$ cat config.mk
export PLATFORM = sky130hd
export DESIGN_NAME = if_fetch_flat
export DESIGN_NICKNAME = d
export VERILOG_FILES = /design/src/rtl/if_fetch_pkg.sv /design/src/rtl/if_fetch_if.sv /design/src/rtl/if_fetch_icache.sv /design/src/rtl/if_fetch.sv /design/src/flat_wrapper.sv
export SDC_FILE = /design/constraint.sdc
export NUM_CORES = 1
export LEC_CHECK = 0
export CAP_MARGIN = 10
export CORE_AREA = 2 2 98 137
export CTS_BUF_LIST = sky130_fd_sc_hd__clkbuf_16
export DETAILED_ROUTE_END_ITERATION = 12
export DIE_AREA = 0 0 100 139
export PLACE_DENSITY = 0.78
export RECOVER_POWER = 25
export REMOVE_ABC_BUFFERS = 1
export SKIP_LAST_GASP = 1
export SYNTH_ARGS = -nofsm -noshare
export SYNTH_HDL_FRONTEND = slang
export SYNTH_SLANG_ARGS = --single-unit
$ cat constraint.sdc
create_clock -name clk -period 2.25 [get_ports clk]
set_input_delay 0.225 -clock clk [delete_from_list [all_inputs] [get_ports clk]]
set_output_delay 0.225 -clock clk [all_outputs]
set_load 0.05 [all_outputs]
$ cat src/rtl/if_fetch_pkg.sv
// ---------------------------------------------------------------------------
// if_fetch_pkg
//   Shared definitions for the instruction-fetch slice:
//     - bus widths for instruction addresses and instruction words
//     - the NOP encoding presented before the first real instruction
//     - the fetch FSM state encoding
//     - a helper that forms the byte address of the current fetch byte
//   Configuration macro used by this slice: IF_ICACHE_EN (see if_fetch.sv).
// ---------------------------------------------------------------------------
package if_fetch_pkg;

  localparam int INST_ADDR_W = 32;
  localparam int INST_W      = 32;

  // addi x0, x0, 0
  localparam logic [INST_W-1:0] NOP_INST = 32'h0000_0013;

  typedef enum logic [1:0] {
    ST_FETCH = 2'd0,
    ST_WAIT  = 2'd1,
    ST_HOLD  = 2'd2,
    ST_DRAIN = 2'd3
  } fetchState_e;

  // Byte address of byte 'cnt' of the word at 'pc'; the 32-bit add wraps
  // naturally past 32'hFFFF_FFFF.
  function automatic logic [INST_ADDR_W-1:0] byteAddr(
    input logic [INST_ADDR_W-1:0] pc,
    input logic [1:0]             cnt
  );
    return pc + {{(INST_ADDR_W-2){1'b0}}, cnt};
  endfunction

endpackage

$ cat src/rtl/if_fetch_if.sv
// ---------------------------------------------------------------------------
// if_fetch_if
//   Groups every non-clock signal of the fetch stage: the EX redirect request,
//   the byte-wide memory read port and the IF->ID valid/ready handshake.
//   Modports:
//     master - the fetch stage (drives memory request and ID outputs)
//     slave  - the environment (EX, memory, ID)
//   Signals:
//     redirect_i     EX requests a PC change this cycle
//     redirect_pc_i  new PC, bits [1:0] ignored
//     mem_req_o      byte read request, level, held until mem_valid_i
//     mem_addr_o     byte address, stable while mem_req_o is high
//     mem_valid_i    read data returned this cycle
//     mem_data_i     returned byte
//     if_valid_o     {if_pc_o, if_inst_o} valid for ID
//     id_ready_i     ID accepts this cycle
//     if_pc_o        PC of the presented instruction
//     if_inst_o      presented instruction
// ---------------------------------------------------------------------------
interface if_fetch_if;
  import if_fetch_pkg::*;

  logic                   redirect_i;
  logic [INST_ADDR_W-1:0] redirect_pc_i;
  logic                   mem_req_o;
  logic [INST_ADDR_W-1:0] mem_addr_o;
  logic                   mem_valid_i;
  logic [7:0]             mem_data_i;
  logic                   if_valid_o;
  logic                   id_ready_i;
  logic [INST_ADDR_W-1:0] if_pc_o;
  logic [INST_W-1:0]      if_inst_o;

  modport master (
    input  redirect_i, redirect_pc_i, mem_valid_i, mem_data_i, id_ready_i,
    output mem_req_o, mem_addr_o, if_valid_o, if_pc_o, if_inst_o
  );

  modport slave (
    output redirect_i, redirect_pc_i, mem_valid_i, mem_data_i, id_ready_i,
    input  mem_req_o, mem_addr_o, if_valid_o, if_pc_o, if_inst_o
  );

endinterface

$ cat src/rtl/if_fetch_icache.sv
// ---------------------------------------------------------------------------
// if_icache
//   Direct-mapped instruction cache holding one 32-bit word per line.
//   Only instantiated by if_fetch when IF_ICACHE_EN is defined.
//   index = addr[2 +: log2(LINES)], tag = the address bits above the index.
//   Ports:
//     clk           clock, rising edge
//     rst           synchronous active-high reset, invalidates every line
//     i_lookupAddr  word address to look up (bits [1:0] ignored)
//     o_hit         line valid and tag matches (combinational)
//     o_word        word stored in the indexed line (combinational)
//     i_we          write the line selected by i_writeAddr
//     i_writeAddr   word address being filled
//     i_writeWord   word being filled
// ---------------------------------------------------------------------------
module if_icache
  import if_fetch_pkg::*;
#(
  parameter int LINES = 16
) (
  input  logic                   clk,
  input  logic                   rst,
  input  logic [INST_ADDR_W-1:0] i_lookupAddr,
  output logic                   o_hit,
  output logic [INST_W-1:0]      o_word,
  input  logic                   i_we,
  input  logic [INST_ADDR_W-1:0] i_writeAddr,
  input  logic [INST_W-1:0]      i_writeWord
);

  localparam int IDX_W = $clog2(LINES);
  localparam int TAG_W = INST_ADDR_W - 2 - IDX_W;

  logic [LINES-1:0]  r_valid;
  logic [TAG_W-1:0]  r_tag  [LINES];
  logic [INST_W-1:0] r_word [LINES];

  logic [IDX_W-1:0] w_rdIdx;
  logic [TAG_W-1:0] w_rdTag;
  logic [IDX_W-1:0] w_wrIdx;
  logic [TAG_W-1:0] w_wrTag;
  logic [3:0]       w_unusedLow;

  // Byte-offset bits never select anything in a word-per-line cache.
  assign w_unusedLow = {i_lookupAddr[1:0], i_writeAddr[1:0]};

  assign w_rdIdx = i_lookupAddr[2 +: IDX_W];
  assign w_rdTag = i_lookupAddr[INST_ADDR_W-1 -: TAG_W];
  assign w_wrIdx = i_writeAddr[2 +: IDX_W];
  assign w_wrTag = i_writeAddr[INST_ADDR_W-1 -: TAG_W];

  assign o_hit  = r_valid[w_rdIdx] && (r_tag[w_rdIdx] == w_rdTag);
  assign o_word = r_word[w_rdIdx];

  // Valid bits are the only state that reset has to touch.
  always_ff @(posedge clk) begin
    if (rst) begin
      r_valid <= '0;
    end else if (i_we) begin
      r_valid[w_wrIdx] <= 1'b1;
    end
  end

  // Tag and data storage; contents are meaningless until the valid bit is set.
  always_ff @(posedge clk) begin
    if (i_we) begin
      r_tag[w_wrIdx]  <= w_wrTag;
      r_word[w_wrIdx] <= i_writeWord;
    end
  end

endmodule

$ cat src/rtl/if_fetch.sv
// ---------------------------------------------------------------------------
// if_fetch
//   Instruction-fetch stage. Assembles 32-bit little-endian instructions from
//   four single-byte reads on the unified memory port and presents
//   {if_pc_o, if_inst_o} to ID with a valid/ready handshake. EX may redirect
//   the PC at any time; a redirect that lands while a byte read is still
//   outstanding parks the FSM in DRAIN until that read returns and is dropped.
//   Optional feature: define IF_ICACHE_EN to add a direct-mapped I-cache
//   (if_icache) that returns hits in one cycle with no memory traffic.
//   Parameters:
//     RESET_PC      first PC fetched after reset
//     ICACHE_LINES  I-cache line count (power of 2, >= 2)
//   Ports:
//     clk  clock, rising edge
//     rst  synchronous active-high reset
//     bus  if_fetch_if.master (redirect, memory port, ID handshake)
// ---------------------------------------------------------------------------
module if_fetch
  import if_fetch_pkg::*;
#(
  parameter logic [INST_ADDR_W-1:0] RESET_PC     = 32'h0000_0000,
  parameter int                     ICACHE_LINES = 16
) (
  input  logic       clk,
  input  logic       rst,
  if_fetch_if.master bus
);

  fetchState_e            r_state;
  logic [INST_ADDR_W-1:0] r_pc;
  logic [1:0]             r_cnt;
  logic [23:0]            r_asm;
  logic                   r_memReq;
  logic [INST_ADDR_W-1:0] r_memAddr;
  logic                   r_ifValid;
  logic [INST_ADDR_W-1:0] r_ifPc;
  logic [INST_W-1:0]      r_ifInst;

  logic [INST_W-1:0]      w_fullWord;
  logic                   w_cacheHit;
  logic [INST_W-1:0]      w_cacheWord;

  // The last byte goes straight from the bus into the completed word.
  assign w_fullWord = {bus.mem_data_i, r_asm};

`ifdef IF_ICACHE_EN
  logic w_fillWe;
  logic w_lookupHit;

  // A fill happens whenever the fourth byte lands, even under a redirect:
  // the assembled word is still correct for r_pc.
  assign w_fillWe = (r_state == ST_WAIT) && bus.mem_valid_i && (r_cnt == 2'd3);

  if_icache #(
    .LINES (ICACHE_LINES)
  ) u_icache (
    .clk          (clk),
    .rst          (rst),
    .i_lookupAddr (r_pc),
    .o_hit        (w_lookupHit),
    .o_word       (w_cacheWord),
    .i_we         (w_fillWe),
    .i_writeAddr  (r_pc),
    .i_writeWord  (w_fullWord)
  );

  // Only a fresh word (no bytes collected yet) may be served from the cache.
  assign w_cacheHit = w_lookupHit && (r_cnt == 2'd0);
`else
  localparam int IDX_W = $clog2(ICACHE_LINES);
  logic [IDX_W-1:0] w_unusedIdx;

  // No cache storage: every fetch takes the four-byte path.
  assign w_cacheHit  = 1'b0;
  assign w_cacheWord = NOP_INST;
  assign w_unusedIdx = r_pc[2 +: IDX_W];
`endif

  // Fetch FSM with all outputs registered. Redirect outranks both the ID
  // handshake and byte capture. Leaving WAIT through a redirect without the
  // data in hand goes to DRAIN, which keeps the request up so the memory
  // protocol (request held until valid) is honoured, then drops the byte.
  always_ff @(posedge clk) begin
    if (rst) begin
      r_state   <= ST_FETCH;
      r_pc      <= RESET_PC;
      r_cnt     <= 2'd0;
      r_asm     <= '0;
      r_memReq  <= 1'b0;
      r_memAddr <= '0;
      r_ifValid <= 1'b0;
      r_ifPc    <= '0;
      r_ifInst  <= NOP_INST;
    end else if (bus.redirect_i) begin
      r_pc      <= {bus.redirect_pc_i[INST_ADDR_W-1:2], 2'b00};
      r_cnt     <= 2'd0;
      r_ifValid <= 1'b0;
      if (((r_state == ST_WAIT) || (r_state == ST_DRAIN)) && !bus.mem_valid_i) begin
        r_state  <= ST_DRAIN;
        r_memReq <= 1'b1;
      end else begin
        r_state  <= ST_FETCH;
        r_memReq <= 1'b0;
      end
    end else begin
      case (r_state)
        ST_FETCH: begin
          if (w_cacheHit) begin
            r_ifValid <= 1'b1;
            r_ifPc    <= r_pc;
            r_ifInst  <= w_cacheWord;
            r_state   <= ST_HOLD;
          end else begin
            r_memReq  <= 1'b1;
            r_memAddr <= byteAddr(r_pc, r_cnt);
            r_state   <= ST_WAIT;
          end
        end
        ST_WAIT: begin
          if (bus.mem_valid_i) begin
            r_memReq <= 1'b0;
            if (r_cnt != 2'd3) begin
              case (r_cnt)
                2'd0:    r_asm[7:0]   <= bus.mem_data_i;
                2'd1:    r_asm[15:8]  <= bus.mem_data_i;
                2'd2:    r_asm[23:16] <= bus.mem_data_i;
                default: ;
              endcase
              r_cnt   <= r_cnt + 2'd1;
              r_state <= ST_FETCH;
            end else begin
              r_cnt     <= 2'd0;
              r_ifValid <= 1'b1;
              r_ifPc    <= r_pc;
              r_ifInst  <= w_fullWord;
              r_state   <= ST_HOLD;
            end
          end
        end
        ST_HOLD: begin
          if (bus.id_ready_i) begin
            r_ifValid <= 1'b0;
            r_pc      <= r_pc + 32'd4;
            r_state   <= ST_FETCH;
          end
        end
        ST_DRAIN: begin
          if (bus.mem_valid_i) begin
            r_memReq <= 1'b0;
            r_state  <= ST_FETCH;
          end
        end
        default: r_state <= ST_FETCH;
      endcase
    end
  end

  assign bus.mem_req_o  = r_memReq;
  assign bus.mem_addr_o = r_memAddr;
  assign bus.if_valid_o = r_ifValid;
  assign bus.if_pc_o    = r_ifPc;
  assign bus.if_inst_o  = r_ifInst;

endmodule

$ cat src/flat_wrapper.sv
// flat-port wrapper written by rule: the top's interface ports become plain ports
module if_fetch_flat import if_fetch_pkg::*;
#(
  parameter logic [INST_ADDR_W-1:0] RESET_PC     = 32'h0000_0000,
  parameter int                     ICACHE_LINES = 16
)
  (clk, rst, bus_redirect_i, bus_redirect_pc_i, bus_mem_valid_i, bus_mem_data_i, bus_id_ready_i, bus_mem_req_o, bus_mem_addr_o, bus_if_valid_o, bus_if_pc_o, bus_if_inst_o);
  if_fetch_if bus_i ();
  input  logic clk;
  input  logic rst;
  input wire logic [$bits(bus_i.redirect_i)-1:0] bus_redirect_i;
  input wire logic [$bits(bus_i.redirect_pc_i)-1:0] bus_redirect_pc_i;
  input wire logic [$bits(bus_i.mem_valid_i)-1:0] bus_mem_valid_i;
  input wire logic [$bits(bus_i.mem_data_i)-1:0] bus_mem_data_i;
  input wire logic [$bits(bus_i.id_ready_i)-1:0] bus_id_ready_i;
  output wire logic [$bits(bus_i.mem_req_o)-1:0] bus_mem_req_o;
  output wire logic [$bits(bus_i.mem_addr_o)-1:0] bus_mem_addr_o;
  output wire logic [$bits(bus_i.if_valid_o)-1:0] bus_if_valid_o;
  output wire logic [$bits(bus_i.if_pc_o)-1:0] bus_if_pc_o;
  output wire logic [$bits(bus_i.if_inst_o)-1:0] bus_if_inst_o;
  assign bus_i.redirect_i = bus_redirect_i;
  assign bus_i.redirect_pc_i = bus_redirect_pc_i;
  assign bus_i.mem_valid_i = bus_mem_valid_i;
  assign bus_i.mem_data_i = bus_mem_data_i;
  assign bus_i.id_ready_i = bus_id_ready_i;
  assign bus_mem_req_o = bus_i.mem_req_o;
  assign bus_mem_addr_o = bus_i.mem_addr_o;
  assign bus_if_valid_o = bus_i.if_valid_o;
  assign bus_if_pc_o = bus_i.if_pc_o;
  assign bus_if_inst_o = bus_i.if_inst_o;
  if_fetch #(.RESET_PC(RESET_PC), .ICACHE_LINES(ICACHE_LINES)) u_core (.clk(clk), .rst(rst), .bus(bus_i));
endmodule
Word level (Yosys, flattened, before mapping)
Cells that the tools add are included.
- bits in registers: 158
- input port bits: 45
- output and inout bits: 98
- word-level logic and storage cells: 71
- add/subtract/negate cells: 3
- eq/ne operators: 13
- mux-type cells: 19
- bitwise gates (word level): 2
- reductions and logical operators: 22
- operator list (operator ; number):
    $mux W32 ; 3
    $add A32 B2 Y32 ; 1
    $add A32 B3 Y32 const B ; 1
    $reduce_and A5 Y1 ; 3
    $mux W2 ; 7
    $reduce_and A2 Y1 ; 5
    $ne A3 B3 Y1 const B ; 3
    $ne A2 B2 Y1 const B ; 4
    $pmux W2 S4 ; 1
    $reduce_and A4 Y1 ; 2
    $eq A2 B2 Y1 const B ; 3
    $mux W1 ; 6
    $reduce_bool A2 Y1 ; 3
    $eq A2 B1 Y1 const B ; 2
    $logic_not A2 Y1 ; 2
    $pmux W1 S2 ; 2
    $reduce_or A2 Y1 ; 2
    $ne A3 B1 Y1 const B ; 1
    $reduce_and A3 Y1 ; 1
    $reduce_bool A3 Y1 ; 1
    $add A2 B1 Y2 const B ; 1
    $not A1 Y1 ; 2
    $logic_and A1 B1 Y1 ; 1
    $logic_not A1 Y1 ; 1
    $logic_or A1 B1 Y1 ; 1

Logic depth before layout (Yosys ltp)
Gate-level depths: netlist (run 1).
- depth in word-level cells: 5
- mapped depth: 8

Worst setup path after synthesis (run 1)
OpenSTA, ideal clock, no wires.
- path type: register -> register
- from: reg u_core.r_pc[19]
- to: reg u_core.r_pc[31]
- setup time: 0.129 ns
- arrival time: 1.533 ns
- required time: 2.121 ns
- slack: 0.588 ns
- cell stages (with the launch flop): 7
- path buffers: 1
- clock period less this slack: 1.662 ns
- cell sequence: dfxtp_1 buf_4 nand4_1 or4_4 nor4_2 xnor2_1 o22ai_1
- word-level cells in the longest chain between the ends: 4
- ends and longest elaborated chain (what ; line ; RTL):
    start: declaration ; if_fetch.sv:30 ; logic [INST_ADDR_W-1:0] r_pc;
    start signal: assignment ; if_fetch.sv:95 ; r_pc <= {bus.redirect_pc_i[INST_ADDR_W-1:2], 2'b00};
    start signal: assignment ; if_fetch.sv:143 ; r_pc <= r_pc + 32'd4;
    $add A32 B3 Y32 ; if_fetch.sv:143 ;
    $mux W32 ; if_fetch.sv:141 ; if (bus.id_ready_i) begin
    $mux W32 ; if_fetch.sv:106 ; case (r_state)
    $mux W32 ; if_fetch.sv:94 ; end else if (bus.redirect_i) begin
No other way between the ends. The select of a mux whose other input is x is not followed.
A chain may end at the register's enable or synchronous reset.

Worst setup path after layout (run 1)
- from: reg u_core.r_pc[7]
- to: reg u_core.r_pc[26]
The elaborated chain is that of the path after synthesis.

==> flow_summary.toml, run 1 <==
[status]
status = "complete, no violations"

[timing]
skew_ps = 8.24
drv_slew = 0
fin_crit_ps = 1950
report.final.hold_viol_count = 0
relSlewSlack_pct = 60.8
worst_slew_pin_slew_ps = 589
clock.fmax_ghz = 0.513
setup_violations = 0
period_share_pct = 86.6
rsz0062_at_grt = "no"

[cells_and_area]
diodes = 0
n_fill_cell = 1100
drive_gt1_share_pct = 6.43
area_growth_pct = 34.0
final_nets = 955
final_util_pct = 65.1

[min_path]
hold_class = "in -> reg"
whs_path_depth = 2

[die]
die_w_um = 100
start_util_pct = 48.6
dieArea_mm2 = 0.0139
rows = 49
coreArea_mm2 = 0.0128
pin_count = 143
die_h_um = 139

[place]
place_congestion = 0.840
hpwl_um = 10500
port_buffers = 138

[clock_tree]
ctsResizeCount = 0
clk_latency_ps = 410
numCtsBuffers = 17
cts_tree = "built"
clockBufferDepth = 2
cts-root-buf = "clkbuf_16"
clock_sinks = 154
htreeDepth = 4
postCtsSetupBuffers = 0
path_clk_slew_ps = 60
postCtsHoldBufs = 0

[global_route]
antenna_found_initial = 0
grt_pass1_vias = 5061
grtUsageTotal_pct = 22.4
grt_pass1_wl_um = 25000
grt.overflow.total = 0
grt_max_degree = 51

[job]
maxCapViolCount = 0

[setup_path]
cp_max_fo = 10
slowest_stage = "dfxtp_1"
path_cells = "and4_1 > nand4_1 > nor4_1 > xor2_1 > o21a_1"
critPathLaunchType = "register"
worstSetupPathType = "reg -> reg"
max_stage_delay_ps = 430
r2r_cells = 5
cp-end-kind = "register"
critPathArrivalTime_ps = 2250
crit_required_ps = 2550

[drt]
drc_errors = 0
drtAntennaViolNets = 0
vias = 5513
first_iter_violations = 243
drtPass1Iterations = 5
wl_per_cell_um = 14.5
routed_via_density = 5.15
wl_um = 15500

[power]
p_leak_uw = 0.00295
ir_worst_vdd_v = 0.000492
power.share.switching_pct = 22.9
power.total_uw = 6260
intPower_uw = 4820
pwr-share-seq_pct = 45.7
switchingPower_uw = 1430
clockPowerShare_pct = 46.5
power_density_mw_per_mm2 = 753
combPwrFrac_pct = 7.8

[synth]
synth.distinct_cells = 42
synth_most_common_cell = "nand2_1"
syn_inst = 787
synth_commonest_cells = "235 x nand2_1, 154 x dfxtp_1, 142 x a21oi_1"
yosys-top-cells-area = "dfxtp_1 50%, nand2_1 14%, a21oi_1 11%"
synth_edf_count = 0
ys.flop_type = "dfxtp_1"
syn_area_mm2 = 0.00620
seq_area_frac_synth_pct = 49.7
synth_top_area_share_pct = 49.7
ys_ff_latch = 154
ys_warn_count = 0
syn_avg_cell_area_um2 = 7.88
async_flop_share_pct = 0
synth_top_area_cell = "dfxtp_1"
==> layout make-up <==
cell class	count	area, µm²	area share, %
clock inverters	14	181	2.18
multi-input cells	548	2750	33.1
inverters	27	101	1.22
clock buffers	17	425	5.12
well taps	153	191	2.30
repair buffers	157	1580	19.0
flip-flops and latches	154	3080	37.1
==> flip-flops by register name (all words and copies together), names as in the netlist <==
| register | count |
|---|---|
| u_core.bus.if_inst_o | 32 |
| u_core.r_asm | 24 |
| u_core.r_state | 2 |
| u_core.bus.if_valid_o | 1 |
| u_core.r_cnt | 2 |
| u_core.bus.if_pc_o | 30 |
| u_core.bus.mem_addr_o | 32 |
| u_core.bus.mem_req_o | 1 |
| u_core.r_pc | 30 |
==> routing by layer <==
| metal | share of wire [%] | vias to the layer above | track usage [%] |
|---|---|---|---|
| met5 | 0 | - | 0 |
| met4 | 2.2 | 0 | 9.01 |
| met3 | 5.0 | 24 | 5.49 |
| met2 | 51 | 152 | 38.8 |
| met1 | 42 | 2519 | 26.3 |
| li1 | - | 2818 | - |
==> critical path, delay by kind of cell (launching register included) <==
kind             cells  cell delay, ps
AO/OA/AOI/OAI        1             180
XOR/XNOR             1             110
flip-flops           1             430
AND/OR/NAND/NOR      3            1120
==> layout by cell type (no fill, tap or decap), types with 2 or more instances in the layout <==
| cell type | instances |
|---|---|
| clkinv_2 | 3 |
| ha_1 | 5 |
| inv_1 | 28 |
| nor2_1 | 23 |
| clkbuf_16 | 17 |
| nand2b_1 | 2 |
| bufinv_16 | 4 |
| xor2_1 | 14 |
| nand4_1 | 6 |
| clkinvlp_4 | 4 |
| and3_1 | 2 |
| and4_1 | 3 |
| nand3b_1 | 3 |
| nor4_1 | 2 |
| nor3_1 | 15 |
| mux2i_1 | 5 |
| dfxtp_1 | 154 |
| o21a_1 | 18 |
| o21ai_1 | 3 |
| buf_12 | 5 |
| nand2_1 | 234 |
| a21oi_1 | 142 |
| nand3_1 | 31 |
| o21ai_0 | 3 |
| clkdlybuf4s50_1 | 136 |
| buf_4 | 14 |
| xnor2_1 | 14 |
| nor4_2 | 3 |
| nor2b_1 | 3 |
| conb_1 | 2 |
==> metrics by stage <==
| stage | area [µm²] | hold WS [ps] | setup WS, ps | cells | TNS, ps |
|---|---|---|---|---|---|
| global placement | 7710 | 437 | 205 | 1039 | 0 |
| finish | 8310 | 221 | 301 | 1070 | 0 |
| floorplan | 5930 | 294 | -1510 | 729 | -106900 |
| global route | 8310 | 228 | 119 | 1070 | 0 |
| CTS | 8320 | 209 | 324 | 1070 | 0 |
| detailed placement | 7710 | 441 | 171 | 1039 | 0 |
==> cells by family after synthesis <==
group | Yosys count | synth area share [%]
AO/OA/AOI/OAI | 170 | 14.6
XOR/XNOR | 28 | 3.96
adder cells (fa/ha/maj) | 5 | 1.01
buffers and inverters | 86 | 6.02
flip-flops | 154 | 49.7
multiplexers | 5 | 0.807
other | 1 | 0.0605
AND/OR/NAND/NOR | 338 | 23.8
==> power by group through the flow <==
stage | Clock [µW] | Combinational [µW] | Sequential [µW]
after floorplan | 0 | 157 | 2980
after global placement | 0 | 484 | 2920
after detailed placement | 0 | 488 | 2920
after CTS | 2970 | 492 | 2860
after global routing | 3080 | 526 | 2870
final | 2910 | 487 | 2860
==> path summary, 6_finish.rpt <==
check / slack (ps) / from / to
min reg2reg: 450 / u_core.r_asm[7] / u_core.bus.if_inst_o[7]
max: 300 / u_core.r_pc[7] / u_core.r_pc[26]
max reg2reg: 300 / u_core.r_pc[7] / u_core.r_pc[26]
min: 220 / rst / u_core.r_pc[11]
No activity file was read; power rests on OpenSTA's default activity.
==> inputs of run 2 (changes only) <==
--- a/config.mk
+++ b/config.mk
@@ -6,14 +6,15 @@
 export NUM_CORES = 1
 export LEC_CHECK = 0
 export CAP_MARGIN = 10
-export CORE_AREA = 2 2 98 137
+export CORE_AREA = 2 2 116 163
 export CTS_BUF_LIST = sky130_fd_sc_hd__clkbuf_16
 export DETAILED_ROUTE_END_ITERATION = 12
-export DIE_AREA = 0 0 100 139
-export PLACE_DENSITY = 0.78
+export DIE_AREA = 0 0 118 165
+export PLACE_DENSITY = 0.59
 export RECOVER_POWER = 25
 export REMOVE_ABC_BUFFERS = 1
 export SKIP_LAST_GASP = 1
+export SLEW_MARGIN = 30
 export SYNTH_ARGS = -nofsm -noshare
 export SYNTH_HDL_FRONTEND = slang
 export SYNTH_SLANG_ARGS = --single-unit
==> flow_summary.toml, run 2 (synthesis gave the netlist of run 1 again) <==
[status]
status = "complete, no violations"

[clock_tree]
cts-root-buf = "clkbuf_16"
postCtsSetupBuffers = 0
clock_sinks = 154
path_clk_slew_ps = 60
ctsResizeCount = 0
numCtsBuffers = 17
cts_tree = "built"
clockBufferDepth = 2
postCtsHoldBufs = 0
clk_latency_ps = 430
htreeDepth = 4

[setup_path]
critPathArrivalTime_ps = 2310
rrSetupSlack_ps = 300
r2r-end = "u_core.bus.if_inst_o[14]"
crit_required_ps = 2610
cp_max_fo = 39
critPathLaunchType = "register"
timing.rr.start = "u_core.r_state[0]"
worstSetupPathType = "reg -> reg"
cp-end-kind = "register"
r2r_cells = 6

[cells_and_area]
final_nets = 959
finalNonFillerCells = 1161
regArea_mm2 = 0.00308
diodes = 0
mostFrequentLayoutCells = "234 x nand2_1, 154 x dfxtp_1, 142 x a21oi_1"
area_growth_pct = 34.8
n_fill_cell = 1837
multiInputGateArea_mm2 = 0.00275
final_util_pct = 46.6
drive_gt1_share_pct = 6.51
final_common_cell = "nand2_1"

[place]
port_buffers = 138
place_congestion = 0.794
hpwl_um = 11400
dp_cells = 1130

[min_path]
worstHoldStart = "rst"
whs_path_depth = 2
hold_class = "in -> reg"
holdPathEnd = "u_core.r_pc[6]"

[drt]
routed_via_density = 4.76
drtAntennaViolNets = 0
drtPass1Iterations = 4
wl_per_cell_um = 14.5
first_iter_violations = 272
vias = 5528
drc_errors = 0
wl_um = 16800

[die]
pin_count = 143
dieArea_mm2 = 0.0195
die_h_um = 165
die_w_um = 118
rows = 58
coreArea_mm2 = 0.0179
start_util_pct = 34.6

[global_route]
grt.overflow.total = 0
grt_pass1_wl_um = 26700
antenna_found_initial = 0
grt_pass1_vias = 5092
grtUsageTotal_pct = 17.5
grt_max_degree = 49

[power]
power.total_uw = 5860
p_leak_uw = 0.00294
ir_worst_vdd_v = 0.000367
power_density_mw_per_mm2 = 701

[timing]
tns_ps = 0
report.final.hold_viol_count = 0
skew_ps = 7.61
drv_slew = 0
period_share_pct = 86.7
fin_crit_ps = 1950
worst_slew_pin_slew_ps = 750
setup_violations = 0
clock.fmax_ghz = 0.513
rsz0062_at_grt = "no"
relSlewSlack_pct = 50.0

[job]
maxCapViolCount = 0
run 2: stage by stage:
| step | setup slack, ps | area [µm²] | hold slack, ps |
|---|---|---|---|
| finish | 299 | 8360 | 218 |
| global route | 156 | 8360 | 211 |
| CTS | 376 | 8390 | 194 |
| detailed placement | 155 | 7880 | 443 |
| global placement | 175 | 7880 | 438 |
| floorplan | -1510 | 5930 | 294 |
run 2: worst max-delay path by stage:
| stage | depth (start not counted) | from | endpoint | slack, ps |
|---|---|---|---|---|
| floorplan | 5 | u_core.r_state[0] | u_core.bus.if_inst_o[0] | -1510 |
| global placement | 7 | bus_id_ready_i | u_core.r_pc[26] | 180 |
| detailed placement | 7 | bus_id_ready_i | u_core.r_pc[26] | 150 |
| CTS | 1 | u_core.bus.mem_addr_o[31] | bus_mem_addr_o[31] | 380 |
| global route | 5 | u_core.r_state[1] | u_core.bus.mem_addr_o[8] | 160 |
| finish | 6 | u_core.r_state[0] | u_core.bus.if_inst_o[14] | 300 |
run 2: layout make-up:
type	instances	area share, %
sequential	154	36.9
clock buffer	17	5.09
multi-input combinational	548	32.9
inverter	27	1.21
clock inverter	14	1.05
tap	240	3.59
timing repair buffer	161	19.3
run 2: worst max-delay path, cell delays in order, from the launching register on:
cell and delay, ps:
dfxtp_1 470, nand2_1 110, nor3_1 450, and2_0 360
buf_12 250, nand2_1 90, a21oi_1 120
run 2: power by group:
part           internal [µW]  total [µW]  switching [µW]
combinational            204         505             301
clock                   1380        2500            1120
sequential              2790        2860            64.6
run 2: routing by layer:
layer	up-vias	wire length (µm)	GRT usage, %
met4	0	383	7.67
met5	-	0	0
li1	2821	-	-
met3	22	925	4.83
met2	146	8430	30.0
met1	2539	7060	20.4
